## config.mk

```make
export PLATFORM = sky130hd
export DESIGN_NAME = xfft_frame_monitor
export DESIGN_NICKNAME = d
export VERILOG_FILES = /design/src/rtl/xfft_frame_monitor.sv
export SDC_FILE = /design/constraint.sdc
export NUM_CORES = 1
export LEC_CHECK = 0
export CAP_MARGIN = 20
export CELL_PAD_IN_SITES_DETAIL_PLACEMENT = 0
export CELL_PAD_IN_SITES_GLOBAL_PLACEMENT = 1
export CORE_MARGIN = 2
export CORE_UTILIZATION = 33
export DETAILED_ROUTE_END_ITERATION = 8
export GPL_ROUTABILITY_DRIVEN = 0
export PLACE_DENSITY = 0.89
export SLEW_MARGIN = 15
export SYNTH_ARGS = -nofsm -noshare
export SYNTH_HDL_FRONTEND = slang
export SYNTH_SLANG_ARGS = --single-unit
```

## constraint.sdc

```tcl
create_clock -name clk -period 2.55 [get_ports clk]
set_clock_uncertainty 0.2 [all_clocks]
set_input_delay 0.6375 -clock clk [delete_from_list [all_inputs] [get_ports clk]]
set_output_delay 0.6375 -clock clk [all_outputs]
set_load 0.1 [all_outputs]
```

## src/rtl/xfft_frame_monitor.sv

```systemverilog
// xfft_frame_monitor: registers the xfft_0 master AXI-Stream output and
// tracks each beat's position within its frame. It checks tlast placement and
// the tuser bin index against an internal counter, keeps sticky error flags,
// and produces a one-shot trigger pulse aligned to the first beat of a chosen
// frame. Every output feeds datacapture as a captured signal.
module xfft_frame_monitor #(
    parameter int FRAME_LEN  = 64,
    parameter int DATA_WIDTH = 16,
    parameter int IDX_WIDTH  = 16,
    parameter int CNT_WIDTH  = 16
) (
    input  logic                  clk,
    input  logic                  rstn,
    input  logic                  clk_enable,
    input  logic [DATA_WIDTH-1:0] s_tdata,
    input  logic                  s_tvalid,
    input  logic                  s_tlast,
    input  logic [IDX_WIDTH-1:0]  s_tuser,
    input  logic                  trig_arm,
    input  logic [CNT_WIDTH-1:0]  trig_frame,
    input  logic                  clear_errors,
    output logic [DATA_WIDTH-1:0] m_tdata,
    output logic                  m_tvalid,
    output logic                  m_tlast,
    output logic [IDX_WIDTH-1:0]  m_index,
    output logic                  frame_done,
    output logic [CNT_WIDTH-1:0]  frame_count,
    output logic                  trig_out,
    output logic                  err_early_tlast,
    output logic                  err_missing_tlast,
    output logic                  err_index,
    output logic                  armed
);

    localparam logic [IDX_WIDTH-1:0] LAST_IDX = IDX_WIDTH'(FRAME_LEN - 1);

    // Error flag bit positions inside the packed error vector.
    localparam int ERR_EARLY   = 0;
    localparam int ERR_MISSING = 1;
    localparam int ERR_INDEX   = 2;
    localparam int NUM_ERR     = 3;

    typedef enum logic [1:0] {
        ST_IDLE  = 2'd0,
        ST_ARMED = 2'd1,
        ST_FIRED = 2'd2
    } trig_state_t;

    trig_state_t state_reg, state_next;

    logic [DATA_WIDTH-1:0] m_tdata_reg;
    logic                  m_tvalid_reg;
    logic                  m_tlast_reg;
    logic [IDX_WIDTH-1:0]  m_index_reg;
    logic                  frame_done_reg;
    logic [CNT_WIDTH-1:0]  frame_count_reg;
    logic                  trig_out_reg;
    logic                  trig_arm_reg;
    logic [IDX_WIDTH-1:0]  idx_reg, idx_next;
    logic [NUM_ERR-1:0]    err_reg, err_next, err_set;

    logic accept;
    logic at_last;
    logic frame_end;
    logic arm_rise;
    logic trig_fire;

    assign accept  = clk_enable & s_tvalid;
    assign at_last = (idx_reg == LAST_IDX);
    // A frame ends on tlast or when the counter reaches the last bin, so a
    // coincident tlast at the last bin still counts as one frame.
    assign frame_end = s_tvalid & (s_tlast | at_last);
    assign arm_rise  = trig_arm & ~trig_arm_reg;

    // Beat counter advance: wrap on frame end, otherwise step by one.
    always_comb begin
        idx_next = idx_reg + 1'b1;
        if (frame_end) begin
            idx_next = '0;
        end
    end

    // Per-beat error detection against the internal counter.
    always_comb begin
        err_set              = '0;
        err_set[ERR_EARLY]   = s_tvalid & s_tlast & (idx_reg < LAST_IDX);
        err_set[ERR_MISSING] = s_tvalid & at_last & ~s_tlast;
        err_set[ERR_INDEX]   = s_tvalid & (s_tuser != idx_reg);
    end

    // Sticky flags: a new error wins over a simultaneous clear.
    genvar gi;
    generate
        for (gi = 0; gi < NUM_ERR; gi++) begin : g_err
            assign err_next[gi] = (err_reg[gi] & ~clear_errors) | err_set[gi];
        end
    endgenerate

    // Trigger FSM next state; disarm takes priority over a fire in ARMED.
    always_comb begin
        state_next = state_reg;
        trig_fire  = 1'b0;
        case (state_reg)
            ST_IDLE: begin
                if (arm_rise) begin
                    state_next = ST_ARMED;
                end
            end
            ST_ARMED: begin
                if (!trig_arm) begin
                    state_next = ST_IDLE;
                end else if (accept && (idx_reg == '0) &&
                             (frame_count_reg == trig_frame)) begin
                    state_next = ST_FIRED;
                    trig_fire  = 1'b1;
                end
            end
            ST_FIRED: begin
                if (!trig_arm) begin
                    state_next = ST_IDLE;
                end
            end
            default: state_next = ST_IDLE;
        endcase
    end

    // Trigger state and arm edge register; both freeze while clk_enable is low.
    always_ff @(posedge clk) begin
        if (!rstn) begin
            state_reg    <= ST_IDLE;
            trig_arm_reg <= 1'b0;
        end else if (clk_enable) begin
            state_reg    <= state_next;
            trig_arm_reg <= trig_arm;
        end
    end

    // Output register stage, beat counter, frame counter and sticky errors.
    always_ff @(posedge clk) begin
        if (!rstn) begin
            m_tdata_reg     <= '0;
            m_tvalid_reg    <= 1'b0;
            m_tlast_reg     <= 1'b0;
            m_index_reg     <= '0;
            frame_done_reg  <= 1'b0;
            frame_count_reg <= '0;
            trig_out_reg    <= 1'b0;
            idx_reg         <= '0;
            err_reg         <= '0;
        end else if (clk_enable) begin
            m_tvalid_reg   <= s_tvalid;
            frame_done_reg <= frame_end;
            trig_out_reg   <= trig_fire;
            err_reg        <= err_next;
            if (s_tvalid) begin
                m_tdata_reg <= s_tdata;
                m_tlast_reg <= s_tlast;
                m_index_reg <= idx_reg;
                idx_reg     <= idx_next;
                if (frame_end) begin
                    frame_count_reg <= frame_count_reg + 1'b1;
                end
            end else begin
                m_tlast_reg <= 1'b0;
            end
        end
    end

    assign m_tdata           = m_tdata_reg;
    assign m_tvalid          = m_tvalid_reg;
    assign m_tlast           = m_tlast_reg;
    assign m_index           = m_index_reg;
    assign frame_done        = frame_done_reg;
    assign frame_count       = frame_count_reg;
    assign trig_out          = trig_out_reg;
    assign err_early_tlast   = err_reg[ERR_EARLY];
    assign err_missing_tlast = err_reg[ERR_MISSING];
    assign err_index         = err_reg[ERR_INDEX];
    assign armed             = (state_reg == ST_ARMED);

endmodule

```

-- Word-level counts from Yosys, hierarchy flattened
Index checks and enable logic that the tools add are counted.
- add/subtract/negate cells: 2
- $lt $le $gt $ge: 1
- equal/unequal tests: 8
- mux-type cells: 10
- bitwise operators: 18
- reduce and logical (&&, ||, !) cells: 7
- operators by type and width (cell ; count):
    16-bit by 1-bit adder with 16-bit output (second input constant) ; 2
    16-bit equality test ; 1
    16-bit by 6-bit equality test with 1-bit output (second input constant) ; 1
    16-bit zero test ; 1
    16-bit by 6-bit < comparator with 1-bit output (second input constant) ; 1
    16-bit 2-to-1 mux ; 1
    16-bit != test ; 1
    1-bit AND ; 11
    2-bit 2-to-1 mux ; 4
    2-bit case mux with 3 select lines ; 1
    1-bit 2-to-1 mux ; 4
    2-bit != test (second input constant) ; 2
    1-bit bitwise OR ; 4
    4-bit AND reduction ; 1
    3-bit by 2-bit != test with 1-bit output (second input constant) ; 1
    1-bit NOT ; 3
    3-bit AND reduction ; 1
    2-bit by 1-bit equality test with 1-bit output (second input constant) ; 1
    2-bit equality test (second input constant) ; 1
    1-bit logical AND ; 2
    2-bit zero test ; 1
    2-bit AND reduction ; 1
- register bits: 74
- input bits: 55
- output and inout port bits: 56

-- Logic depth before layout (Yosys ltp)
Gate-level depths: netlist of run 1.
- depth after elaboration: 6
- gate-level depth with buffers: 8

-- Least setup slack after synthesis of run 1
OpenSTA, ideal clock, no wires.
- path type: register -> register
- start point: register frame_count_reg[2] (netlist: frame_count[2])
- end point: register frame_count_reg[13] (netlist: frame_count[13])
- setup time: 0.070 ns
- arrival: 2.369 ns
- setup slack: -0.089 ns
- cell stages (with the launch flop): 7
- path buffers: 1
- clock period less this slack: 2.639 ns
- path through: dfxtp_1 > and4_1 > buf_2 > and2_1 > nand4_1 > or4_1 > a21oi_1
- longest elaborated chain between the ends: 1
- ends and longest elaborated chain (item ; line ; text):
    start: declaration ; 56 ; logic [CNT_WIDTH-1:0] frame_count_reg;
    start signal: assignment ; 161 ; frame_count_reg <= frame_count_reg + 1'b1;
    16-bit by 1-bit adder with 16-bit output ; 161 ;
No other way between the ends.
A chain may end at the register's enable or synchronous reset.

-- Final worst setup path of run 1
- start point: register idx_reg[0]
- end point: register frame_count_reg[12] (netlist: frame_count[12])
- longest elaborated chain between the ends: 4
- ends and longest elaborated chain (item ; line ; text):
    start: declaration ; 59 ; logic [IDX_WIDTH-1:0] idx_reg, idx_next;
    start signal: assignment ; 159 ; idx_reg <= idx_next;
    16-bit by 6-bit equality test with 1-bit output ; 69 ; assign at_last = (idx_reg == LAST_IDX);
    1-bit bitwise OR ; 72 ; assign frame_end = s_tvalid & (s_tlast | at_last);
    1-bit AND ; 72 ;
    3-bit AND reduction (no line) ; n/a ;
No other way between the ends.

==> report_table.html, run 1 <==
<table>
<tr><th>Metric</th><th>Value</th></tr>
<tr><th colspan="2">Run status</th></tr>
<tr><td>Result of the run</td><td>complete, no violations</td></tr>
<tr><th colspan="2">Logic synthesis</th></tr>
<tr><td>Post-synth ARST share</td><td>0</td></tr>
<tr><td>Xor and xnor fraction of the mapped netlist area</td><td>0.119</td></tr>
<tr><td>Synthesized-area fraction occupied by and/or/nand/nor cells</td><td>0.278</td></tr>
<tr><td>Portion of netlist area occupied by mux cells</td><td>0.0177</td></tr>
<tr><td>Number of warnings printed during yosys synthesis</td><td>0</td></tr>
<tr><td>Area fraction in compound gates after synthesis</td><td>0.109</td></tr>
<tr><td>Number of synthesized flops with an enable pin</td><td>0</td></tr>
<tr><td>Synthesized instance count</td><td>~430</td></tr>
<tr><td>Sequential share of the synthesized area</td><td>0.427</td></tr>
<tr><td>Number of register bits inferred by synthesis</td><td>74</td></tr>
<tr><td>Number of library cell types mapped by synthesis</td><td>42</td></tr>
<tr><td>Net count after synthesis</td><td>484</td></tr>
<tr><td>Dominant register cell in the synthesized netlist</td><td>dfxtp_1</td></tr>
<tr><td>Ranking of synthesized cells by area</td><td>dfxtp_1 43%, nand2_1 9.8%, a21oi_1 7.1%</td></tr>
<tr><td>Dominant combinational cell family by area after synthesis</td><td>simple AND/OR/NAND/NOR gates</td></tr>
<tr><td>Largest area contributor in the synthesized netlist</td><td>dfxtp_1</td></tr>
<tr><td>List of most frequent post-synthesis cells</td><td>91 x nand2_1, 74 x dfxtp_1, 49 x a21oi_1</td></tr>
<tr><td>Synth Area in Adders</td><td>0.0108</td></tr>
<tr><td>Fraction of synthesized cell area taken by the top area cell type</td><td>0.427</td></tr>
<tr><td>Mapped cell area</td><td>~3500 um^2</td></tr>
<tr><td>Most common cell in the synthesized netlist</td><td>nand2_1</td></tr>
<tr><td>Average size of a mapped cell</td><td>8.15 um^2</td></tr>
<tr><th colspan="2">Setup path</th></tr>
<tr><td>Critical Path End Type</td><td>flip-flop</td></tr>
<tr><td>Destination of the worst register-to-register timing path</td><td>frame_count[12]$_SDFFE_PN0P_</td></tr>
<tr><td>Crit path arrival time</td><td>~2.4 ns</td></tr>
<tr><td>Worst reg2reg startpoint</td><td>idx_reg[0]$_SDFFE_PN0P_</td></tr>
<tr><td>Data required time of the worst path</td><td>between 2 and 3 ns</td></tr>
<tr><td>Max Fanout on Critical Path</td><td>10</td></tr>
<tr><td>Worst-case register-to-register setup slack</td><td>between 0.2 and 0.25 ns</td></tr>
<tr><td>Path type of the worst setup path</td><td>reg2reg</td></tr>
<tr><td>R2r worst-path depth</td><td>6</td></tr>
<tr><td>Critical Path Start Type</td><td>flip-flop</td></tr>
<tr><th colspan="2">Final layout</th></tr>
<tr><td>Layout net count</td><td>611</td></tr>
<tr><td>Diode insertion count for antenna repair</td><td>0</td></tr>
<tr><td>Non-Filler Cell Area, Final</td><td>4970 um^2</td></tr>
<tr><td>Register Area</td><td>~1500 um^2</td></tr>
<tr><td>Number of filler instances in the final layout</td><td>around 990</td></tr>
<tr><td>Signed area change from the synthesized netlist to the final layout</td><td>43.3%</td></tr>
<tr><td>Area used by multi-input combinational logic</td><td>roughly 1900 um^2</td></tr>
<tr><td>Share of cells above drive strength 1</td><td>0.206</td></tr>
<tr><th colspan="2">CTS</th></tr>
<tr><td>CTS tree</td><td>yes</td></tr>
<tr><td>Number of gates resized after CTS</td><td>0</td></tr>
<tr><td>Skew-Pair Late Insertion Delay</td><td>0.35 ns</td></tr>
<tr><td>Root Driver</td><td>clkbuf_8</td></tr>
<tr><td>Sink count of the clock tree</td><td>between 70 and 80</td></tr>
<tr><td>Hold_buf cts</td><td>0</td></tr>
<tr><td>Clock slew at reported path FFs</td><td>0.08 ns</td></tr>
<tr><td>Buffer depth of the longest clock path</td><td>2</td></tr>
<tr><td>Post-CTS setup buffers</td><td>0</td></tr>
<tr><td>Total clock buffers created by CTS</td><td>9</td></tr>
<tr><td>Level count of the clock H-tree</td><td>3</td></tr>
<tr><th colspan="2">Drt</th></tr>
<tr><td>Post-Route WL</td><td>approximately 11000 um</td></tr>
<tr><td>ANT nets after route</td><td>0</td></tr>
<tr><td>1st-iter DRT viols</td><td>192</td></tr>
<tr><td>DRC errors left</td><td>0</td></tr>
<tr><td>Mean number of vias per cell</td><td>between 4 and 5</td></tr>
<tr><td>First-pass iteration count of the detailed router</td><td>4</td></tr>
<tr><td>Average routed wire per standard cell</td><td>roughly 15 um</td></tr>
<tr><td>Via count</td><td>~3400</td></tr>
<tr><th colspan="2">Worst hold path</th></tr>
<tr><td>Class of the tightest hold or removal check</td><td>reg2reg</td></tr>
<tr><td>Hold_sp</td><td>m_tdata[4]$_SDFFE_PN0P_</td></tr>
<tr><td>Number of cells on the worst hold path</td><td>2</td></tr>
<tr><td>End point of the worst hold path</td><td>m_tdata[4]$_SDFFE_PN0P_</td></tr>
<tr><th colspan="2">Power and ir drop</th></tr>
<tr><td>Clock share of power</td><td>0.389</td></tr>
<tr><td>Fraction of power consumed by combinational cells</td><td>0.155</td></tr>
<tr><td>Static Leakage</td><td>1.99 nW</td></tr>
<tr><td>Switching Fraction</td><td>0.276</td></tr>
<tr><td>Reg power frac</td><td>0.456</td></tr>
<tr><td>Sw power</td><td>0.719 mW</td></tr>
<tr><td>Internal portion of total power</td><td>1.89 mW</td></tr>
<tr><td>Peak supply drop</td><td>about 230 uV</td></tr>
<tr><td>Power density over cell area</td><td>524 nW/um^2</td></tr>
<tr><th colspan="2">STA</th></tr>
<tr><td>Final cycle utilization of the critical path</td><td>0.912</td></tr>
<tr><td>Worst Tran Pin Value</td><td>0.503 ns</td></tr>
<tr><td>Timing-limited maximum frequency</td><td>around 0.43 GHz</td></tr>
<tr><td>Max-slew headroom</td><td>0.656</td></tr>
<tr><td>Final worst path period need</td><td>approximately 2.3 ns</td></tr>
<tr><td>Final Setup Violations</td><td>0</td></tr>
<tr><td>RSZ-0062 raised after global routing</td><td>no</td></tr>
<tr><td>Hold_ws</td><td>approximately 0.26 ns</td></tr>
<tr><td>Final count of hold timing violations</td><td>0</td></tr>
<tr><td>Fin. max-slew vios</td><td>0</td></tr>
<tr><th colspan="2">GRT</th></tr>
<tr><td>Global routing usage on met2</td><td>0.329</td></tr>
<tr><td>Grt met3 use</td><td>0.0515</td></tr>
<tr><td>GRT Resource Usage Total</td><td>0.189</td></tr>
<tr><td>Routing layer with the top usage in global route</td><td>met2</td></tr>
<tr><td>Vias in the first global route</td><td>3407</td></tr>
<tr><td>First-pass GRT wire length</td><td>16900 um</td></tr>
<tr><td>Global-route met1 utilization</td><td>0.236</td></tr>
<tr><td>GRT Residual Overflow</td><td>0</td></tr>
<tr><td>Largest net degree at the start of global routing</td><td>41</td></tr>
<tr><td>Initial antenna violation count</td><td>0</td></tr>
<tr><th colspan="2">Place</th></tr>
<tr><td>Post-placement cell area</td><td>4760 um^2</td></tr>
<tr><td>Placed wire-length estimate after detailed placement</td><td>7900 um</td></tr>
<tr><td>Number of buffer cells added on primary ports</td><td>110</td></tr>
<tr><th colspan="2">Die</th></tr>
<tr><td>Die height</td><td>107 um</td></tr>
<tr><td>Placeable core area</td><td>10300 um^2</td></tr>
<tr><td>Die W</td><td>107 um</td></tr>
<tr><td>Number of rows in the core area</td><td>37</td></tr>
<tr><td>Initial Util</td><td>0.338</td></tr>
<tr><td>Total Die Area</td><td>11400 um^2</td></tr>
<tr><td>Ports</td><td>~110</td></tr>
<tr><th colspan="2">Flow run</th></tr>
<tr><td>Max cap viols</td><td>0</td></tr>
</table>
-- routing by layer --
layer,up-vias,wire length [um]
met5,-,0
met4,0,48
met3,6,613
met2,106,5210
met1,1621,4690
li1,1710,-
-- placed cells by master, fill, tap and decap left out, types with 5 or more instances in the layout --
cell,instances
a21oi_1,49
buf_4,86
clkbuf_8,9
clkdlybuf4s50_1,54
dfxtp_1,71
mux2i_1,5
nand2_1,91
nand2b_1,7
nand3_1,15
nand4_1,13
nor2_1,32
nor4_1,7
o21ai_0,6
o31ai_1,7
or4_1,7
xnor2_1,24
xor2_1,23
-- critical path, cell delays in order (launching register included) --
cell     delay (ns)
dfxtp_1        0.34
ha_1           0.23
and3_1         0.26
nand4_2        0.18
a21o_1         0.33
or4_1          0.53
a21oi_1        0.17
-- worst max path at each step --
stage / slack (ns) / endpoint / startpoint / cells after the start
final: 0.22 / frame_count[12]$_SDFFE_PN0P_ / idx_reg[0]$_SDFFE_PN0P_ / 6
after global routing: 0.06 / frame_count[13]$_SDFFE_PN0P_ / idx_reg[0]$_SDFFE_PN0P_ / 6
after CTS: 0.23 / frame_count[12]$_SDFFE_PN0P_ / idx_reg[0]$_SDFFE_PN0P_ / 6
after detailed placement: -0.02 / idx_reg[15]$_SDFFE_PN0P_ / clk_enable / 6
after global placement: 0.04 / idx_reg[15]$_SDFFE_PN0P_ / s_tvalid / 6
after floorplan: -0.01 / frame_count[13]$_SDFFE_PN0P_ / frame_count[5]$_SDFFE_PN0P_ / 6
-- power groups by stage --
stage               clock network [mW]  logic [mW]  registers (mW)
finish                            1.01       0.403            1.19
global route                      1.10       0.426            1.19
CTS                               1.03       0.404            1.19
detailed placement                   0       0.403            1.21
global placement                     0       0.400            1.21
floorplan                            0       0.109            1.33
-- kinds of logic after synthesis --
kind of cell | after synthesis
and+or+nand+nor | 197
DFF | 74
AOI/OAI and AO/OA | 68
xor gates and xnor gates | 47
buffers and inverters | 31
muxes | 6
adders and majority gates | 3
-- area by class of cell --
class,count,area share
Timing Repair Buffer,142,0.247
Clock buffer,10,0.0257
Inverter,5,0.00377
Sequential cell,74,0.299
Clock inverter,6,0.0181
Tap cell,136,0.0342
Multi-Input combinational cell,321,0.373
-- metrics by stage --
stage           TNS, ns  worst slack, ns  power (mW)  std cells  utilization
5_1_grt               0           0.0580        2.71        694        0.484
3_5_place_dp    -0.0202          -0.0202        1.62        678        0.463
3_3_place_gp          0           0.0425        1.62        678        0.463
2_1_floorplan  -0.00994         -0.00994        1.44        426            -
4_1_cts               0            0.228        2.63        694        0.484
6_report              0            0.224        2.60        694        0.484
(Power assumes the default switching activity.)
==> inputs of run 2 (changes only) <==
--- a/config.mk
+++ b/config.mk
@@ -5,7 +5,7 @@
 export SDC_FILE = /design/constraint.sdc
 export NUM_CORES = 1
 export LEC_CHECK = 0
-export CAP_MARGIN = 20
+export CAP_MARGIN = 5
 export CELL_PAD_IN_SITES_DETAIL_PLACEMENT = 0
 export CELL_PAD_IN_SITES_GLOBAL_PLACEMENT = 1
 export CORE_MARGIN = 2
==> results of run 2 <==
Same layout as run 1: the final DEF is identical, and so are final timing and power.
==> inputs of run 3 (changes only) <==
--- a/config.mk
+++ b/config.mk
@@ -9,10 +9,11 @@
 export CELL_PAD_IN_SITES_DETAIL_PLACEMENT = 0
 export CELL_PAD_IN_SITES_GLOBAL_PLACEMENT = 1
 export CORE_MARGIN = 2
-export CORE_UTILIZATION = 33
+export CORE_UTILIZATION = 36
 export DETAILED_ROUTE_END_ITERATION = 8
 export GPL_ROUTABILITY_DRIVEN = 0
-export PLACE_DENSITY = 0.89
+export MAX_ROUTING_LAYER = met4
+export PLACE_DENSITY = 0.95
 export SLEW_MARGIN = 15
 export SYNTH_ARGS = -nofsm -noshare
 export SYNTH_HDL_FRONTEND = slang
==> constraint.sdc (replaced) <==
create_clock -name clk -period 2.7 [get_ports clk]
set_clock_uncertainty 0.2 [all_clocks]
set_input_delay 0.675 -clock clk [delete_from_list [all_inputs] [get_ports clk]]
set_output_delay 0.675 -clock clk [all_outputs]
set_load 0.1 [all_outputs]
==> run 3 against run 2 <==
Core utilization grew 3.8 points. Power shrank 13%. Critical path depth unchanged. Clock-buffer cell count unchanged. Die area down 8.0%. Routed wire length down 5.8%. Final cell count down 2.7%. Non-clock buffer count shrank 12. Final area is 2.6% lower. Via count fell by 2.6%. Hold slack better by 0.0027 ns. Highest routed layer unchanged.
==> report_table.html, run 3 (same netlist as run 1, synthesis figures left out) <==
<table>
<tr><th>Metric</th><th>Value</th></tr>
<tr><th colspan="2">STA</th></tr>
<tr><td>Fin. max-slew vios</td><td>0 (unchanged)</td></tr>
<tr><td>Max-slew headroom</td><td>0.680 (was 0.656)</td></tr>
<tr><td>Final-layout setup total negative slack</td><td>0 ns (unchanged)</td></tr>
<tr><td>Worst path setup slack after routing</td><td>0.303 ns (was 0.224 ns)</td></tr>
<tr><td>Final cycle utilization of the critical path</td><td>0.888 (was 0.912)</td></tr>
<tr><td>Timing-limited maximum frequency</td><td>0.417 GHz (was 0.430 GHz)</td></tr>
<tr><td>Hold_ws</td><td>0.261 ns (was 0.258 ns)</td></tr>
<tr><td>Worst Tran Pin Value</td><td>0.469 ns (was 0.503 ns)</td></tr>
<tr><td>Final worst path period need</td><td>2.40 ns (was 2.33 ns)</td></tr>
<tr><td>Final Setup Violations</td><td>0 (unchanged)</td></tr>
<tr><td>Final count of hold timing violations</td><td>0 (unchanged)</td></tr>
<tr><td>RSZ-0062 raised after global routing</td><td>no (unchanged)</td></tr>
<tr><th colspan="2">Setup path</th></tr>
<tr><td>R2r worst-path depth</td><td>6 (unchanged)</td></tr>
<tr><td>Gate family responsible for the most delay along the worst path</td><td>simple AND/OR/NAND/NOR gates (unchanged)</td></tr>
<tr><td>Path type of the worst setup path</td><td>reg2reg (unchanged)</td></tr>
<tr><td>Critical Path Start Type</td><td>flip-flop (unchanged)</td></tr>
<tr><td>Critical Path End Type</td><td>flip-flop (unchanged)</td></tr>
<tr><td>Crit-path max cell delay</td><td>0.56 ns (was 0.53 ns)</td></tr>
<tr><td>Worst-case register-to-register setup slack</td><td>0.30 ns (was 0.22 ns)</td></tr>
<tr><td>Data required time of the worst path</td><td>2.78 ns (was 2.63 ns)</td></tr>
<tr><td>Worst setup startpoint</td><td>idx_reg[0]$_SDFFE_PN0P_ (unchanged)</td></tr>
<tr><td>Max Fanout on Critical Path</td><td>13 (was 10)</td></tr>
<tr><td>Library cell contributing the largest single delay on the critical path</td><td>or4_1 (unchanged)</td></tr>
<tr><td>Buffers &amp; Inverters on Critical Path</td><td>0 (unchanged)</td></tr>
<tr><td>Worst reg2reg startpoint</td><td>idx_reg[0]$_SDFFE_PN0P_ (unchanged)</td></tr>
<tr><td>Destination of the worst register-to-register timing path</td><td>frame_count[13]$_SDFFE_PN0P_ (was frame_count[12]$_SDFFE_PN0P_)</td></tr>
<tr><td>Crit path arrival time</td><td>2.48 ns (was 2.40 ns)</td></tr>
<tr><td>Cell breakdown of the critical path</td><td>ha_1 -&gt; and3_1 -&gt; nand4_2 -&gt; a21o_1 -&gt; or4_1 -&gt; a21oi_1 (unchanged)</td></tr>
<tr><th colspan="2">Power and ir drop</th></tr>
<tr><td>Overall power</td><td>2.27 mW (was 2.60 mW)</td></tr>
<tr><td>Peak supply drop</td><td>239 uV (was 227 uV)</td></tr>
<tr><td>Power density over cell area</td><td>470 nW/um^2 (was 524 nW/um^2)</td></tr>
<tr><td>Static Leakage</td><td>1.91 nW (was 1.99 nW)</td></tr>
<tr><th colspan="2">Drt</th></tr>
<tr><td>WL met2</td><td>4880 um (was 5210 um)</td></tr>
<tr><td>ANT nets after route</td><td>0 (unchanged)</td></tr>
<tr><td>Met1 Wirelength</td><td>4360 um (was 4690 um)</td></tr>
<tr><td>DRC errors left</td><td>0 (unchanged)</td></tr>
<tr><td>1st-iter DRT viols</td><td>145 (was 192)</td></tr>
<tr><td>Post-Route WL</td><td>9940 um (was 10600 um)</td></tr>
<tr><td>Via count</td><td>3352 (was 3443)</td></tr>
<tr><td>Average routed wire per standard cell</td><td>14.7 um (was 15.2 um)</td></tr>
<tr><td>Met3 layer wire length in the routed design</td><td>631 um (was 613 um)</td></tr>
<tr><td>First-pass iteration count of the detailed router</td><td>4 (unchanged)</td></tr>
<tr><td>Highest Signal Layer</td><td>met4 (unchanged)</td></tr>
<tr><td>Mean number of vias per cell</td><td>4.97 (was 4.96)</td></tr>
<tr><th colspan="2">Final layout</th></tr>
<tr><td>Most frequent cells in the layout</td><td>91 x nand2_1, 74 x dfxtp_1, 73 x buf_4, 54 x clkdlybuf4s50_1, 49 x a21oi_1 (was 91 x nand2_1, 86 x buf_4, 71 x dfxtp_1, 54 x clkdlybuf4s50_1, 49 x a21oi_1)</td></tr>
<tr><td>Signed area change from the synthesized netlist to the final layout</td><td>39.5% (was 43.3%)</td></tr>
<tr><td>Share of cells above drive strength 1</td><td>0.183 (was 0.206)</td></tr>
<tr><td>Layout net count</td><td>599 (was 611)</td></tr>
<tr><td>Diode insertion count for antenna repair</td><td>0 (unchanged)</td></tr>
<tr><td>Most common cell after layout, fill and taps aside</td><td>nand2_1 (unchanged)</td></tr>
<tr><th colspan="2">Place</th></tr>
<tr><td>Setup WS pre-CTS</td><td>0.0405 ns (was -0.0202 ns)</td></tr>
<tr><td>Number of buffer cells added on primary ports</td><td>110 (unchanged)</td></tr>
<tr><td>Placed wire-length estimate after detailed placement</td><td>7440 um (was 7900 um)</td></tr>
<tr><th colspan="2">Worst hold path</th></tr>
<tr><td>End point of the worst hold path</td><td>m_index[5]$_SDFFE_PN0P_ (was m_tdata[4]$_SDFFE_PN0P_)</td></tr>
<tr><td>Class of the tightest hold or removal check</td><td>reg2reg (unchanged)</td></tr>
<tr><td>Number of cells on the worst hold path</td><td>2 (unchanged)</td></tr>
<tr><td>Hold_sp</td><td>m_index[5]$_SDFFE_PN0P_ (was m_tdata[4]$_SDFFE_PN0P_)</td></tr>
<tr><th colspan="2">GRT</th></tr>
<tr><td>GRT Residual Overflow</td><td>0 (unchanged)</td></tr>
<tr><td>Largest net degree at the start of global routing</td><td>55 (was 41)</td></tr>
<tr><td>GRT Resource Usage Total</td><td>0.202 (was 0.189)</td></tr>
<tr><td>Initial antenna violation count</td><td>0 (unchanged)</td></tr>
<tr><td>First-pass GRT wire length</td><td>15900 um (was 16900 um)</td></tr>
<tr><td>Vias in the first global route</td><td>3186 (was 3407)</td></tr>
<tr><th colspan="2">Die</th></tr>
<tr><td>Initial Util</td><td>0.374 (was 0.338)</td></tr>
<tr><td>Placeable core area</td><td>9280 um^2 (was 10300 um^2)</td></tr>
<tr><td>Total Die Area</td><td>10400 um^2 (was 11400 um^2)</td></tr>
<tr><td>Die height</td><td>102 um (was 107 um)</td></tr>
<tr><td>Die W</td><td>102 um (was 107 um)</td></tr>
<tr><td>Number of rows in the core area</td><td>35 (was 37)</td></tr>
<tr><td>Ports</td><td>111 (unchanged)</td></tr>
<tr><th colspan="2">CTS</th></tr>
<tr><td>Root Driver</td><td>clkbuf_8 (unchanged)</td></tr>
<tr><td>CTS tree</td><td>yes (unchanged)</td></tr>
<tr><td>Number of gates resized after CTS</td><td>0 (unchanged)</td></tr>
<tr><td>Total clock buffers created by CTS</td><td>9 (unchanged)</td></tr>
<tr><td>Hold_buf cts</td><td>0 (unchanged)</td></tr>
<tr><td>Buffer depth of the longest clock path</td><td>2 (unchanged)</td></tr>
<tr><td>Skew-Pair Late Insertion Delay</td><td>0.34 ns (was 0.35 ns)</td></tr>
<tr><td>Sink count of the clock tree</td><td>74 (unchanged)</td></tr>
<tr><td>Level count of the clock H-tree</td><td>3 (unchanged)</td></tr>
<tr><td>Clock slew at reported path FFs</td><td>0.08 ns (about the same)</td></tr>
<tr><td>Post-CTS setup buffers</td><td>0 (unchanged)</td></tr>
<tr><th colspan="2">Flow run</th></tr>
<tr><td>Max cap viols</td><td>0 (unchanged)</td></tr>
<tr><th colspan="2">Run status</th></tr>
<tr><td>Result of the run</td><td>complete, no violations (unchanged)</td></tr>
</table>
## run 3: cell count changes in the layout (fill, tap and decap cells not counted), sizes merged
| cell | before | now |
|---|---|---|
| buf | 88 | 76 |
| bufinv | 2 | 0 |
| clkinv | 2 | 4 |
| clkinvlp | 1 | 2 |
| inv | 6 | 5 |
## run 3: layer usage
layer	vias up	track usage
li1	1680	-
met1	1567	0.257
met2	99	0.319
met3	6	0.0492
met4	0	0.0564
met5	-	-
## run 3: area by class of cell
| type | instances | area, um^2 |
|---|---|---|
| Fill cell | 880 | 4440 |
| Multi-Input combinational cell | 321 | 1850 |
| Sequential cell | 74 | 1480 |
| Timing Repair Buffer | 130 | 1150 |
| Tap cell | 129 | 161 |
| Clock buffer | 10 | 138 |
| Clock inverter | 6 | 42.5 |
| Inverter | 5 | 18.8 |
## run 3: metrics by stage
step	cells	cell area, um^2	utilization
after floorplan	426	3470	-
after global placement	659	4660	0.502
after detailed placement	659	4660	0.502
after CTS	675	4840	0.522
after global routing	675	4840	0.522
final	675	4840	0.522
## run 3: worst max-delay path by stage
stage / cells after the start / slack, ns / to
2_1_floorplan: 6 / 0.06 / frame_count[13]$_SDFFE_PN0P_
3_3_place_gp: 7 / 0.06 / trig_out$_SDFFE_PN0P_
3_5_place_dp: 5 / 0.04 / frame_count[13]$_SDFFE_PN0P_
4_1_cts: 6 / 0.32 / frame_count[13]$_SDFFE_PN0P_
5_1_grt: 6 / 0.16 / frame_count[5]$_SDFFE_PN0P_
6_report: 6 / 0.30 / frame_count[13]$_SDFFE_PN0P_
## run 3: report_power, final
group          total, mW  switching [mW]  internal (mW)  leakage (nW)
Sequential          1.12          0.0117           1.11         0.599
Clock              0.780           0.422          0.358        0.0882
Combinational      0.373           0.229          0.144          1.23
## run 3: tightest hold or removal path, cell delays in order, from the launching register on
cell     delay [ns]
dfxtp_1        0.32
nand2_1        0.05
a21oi_1        0.05
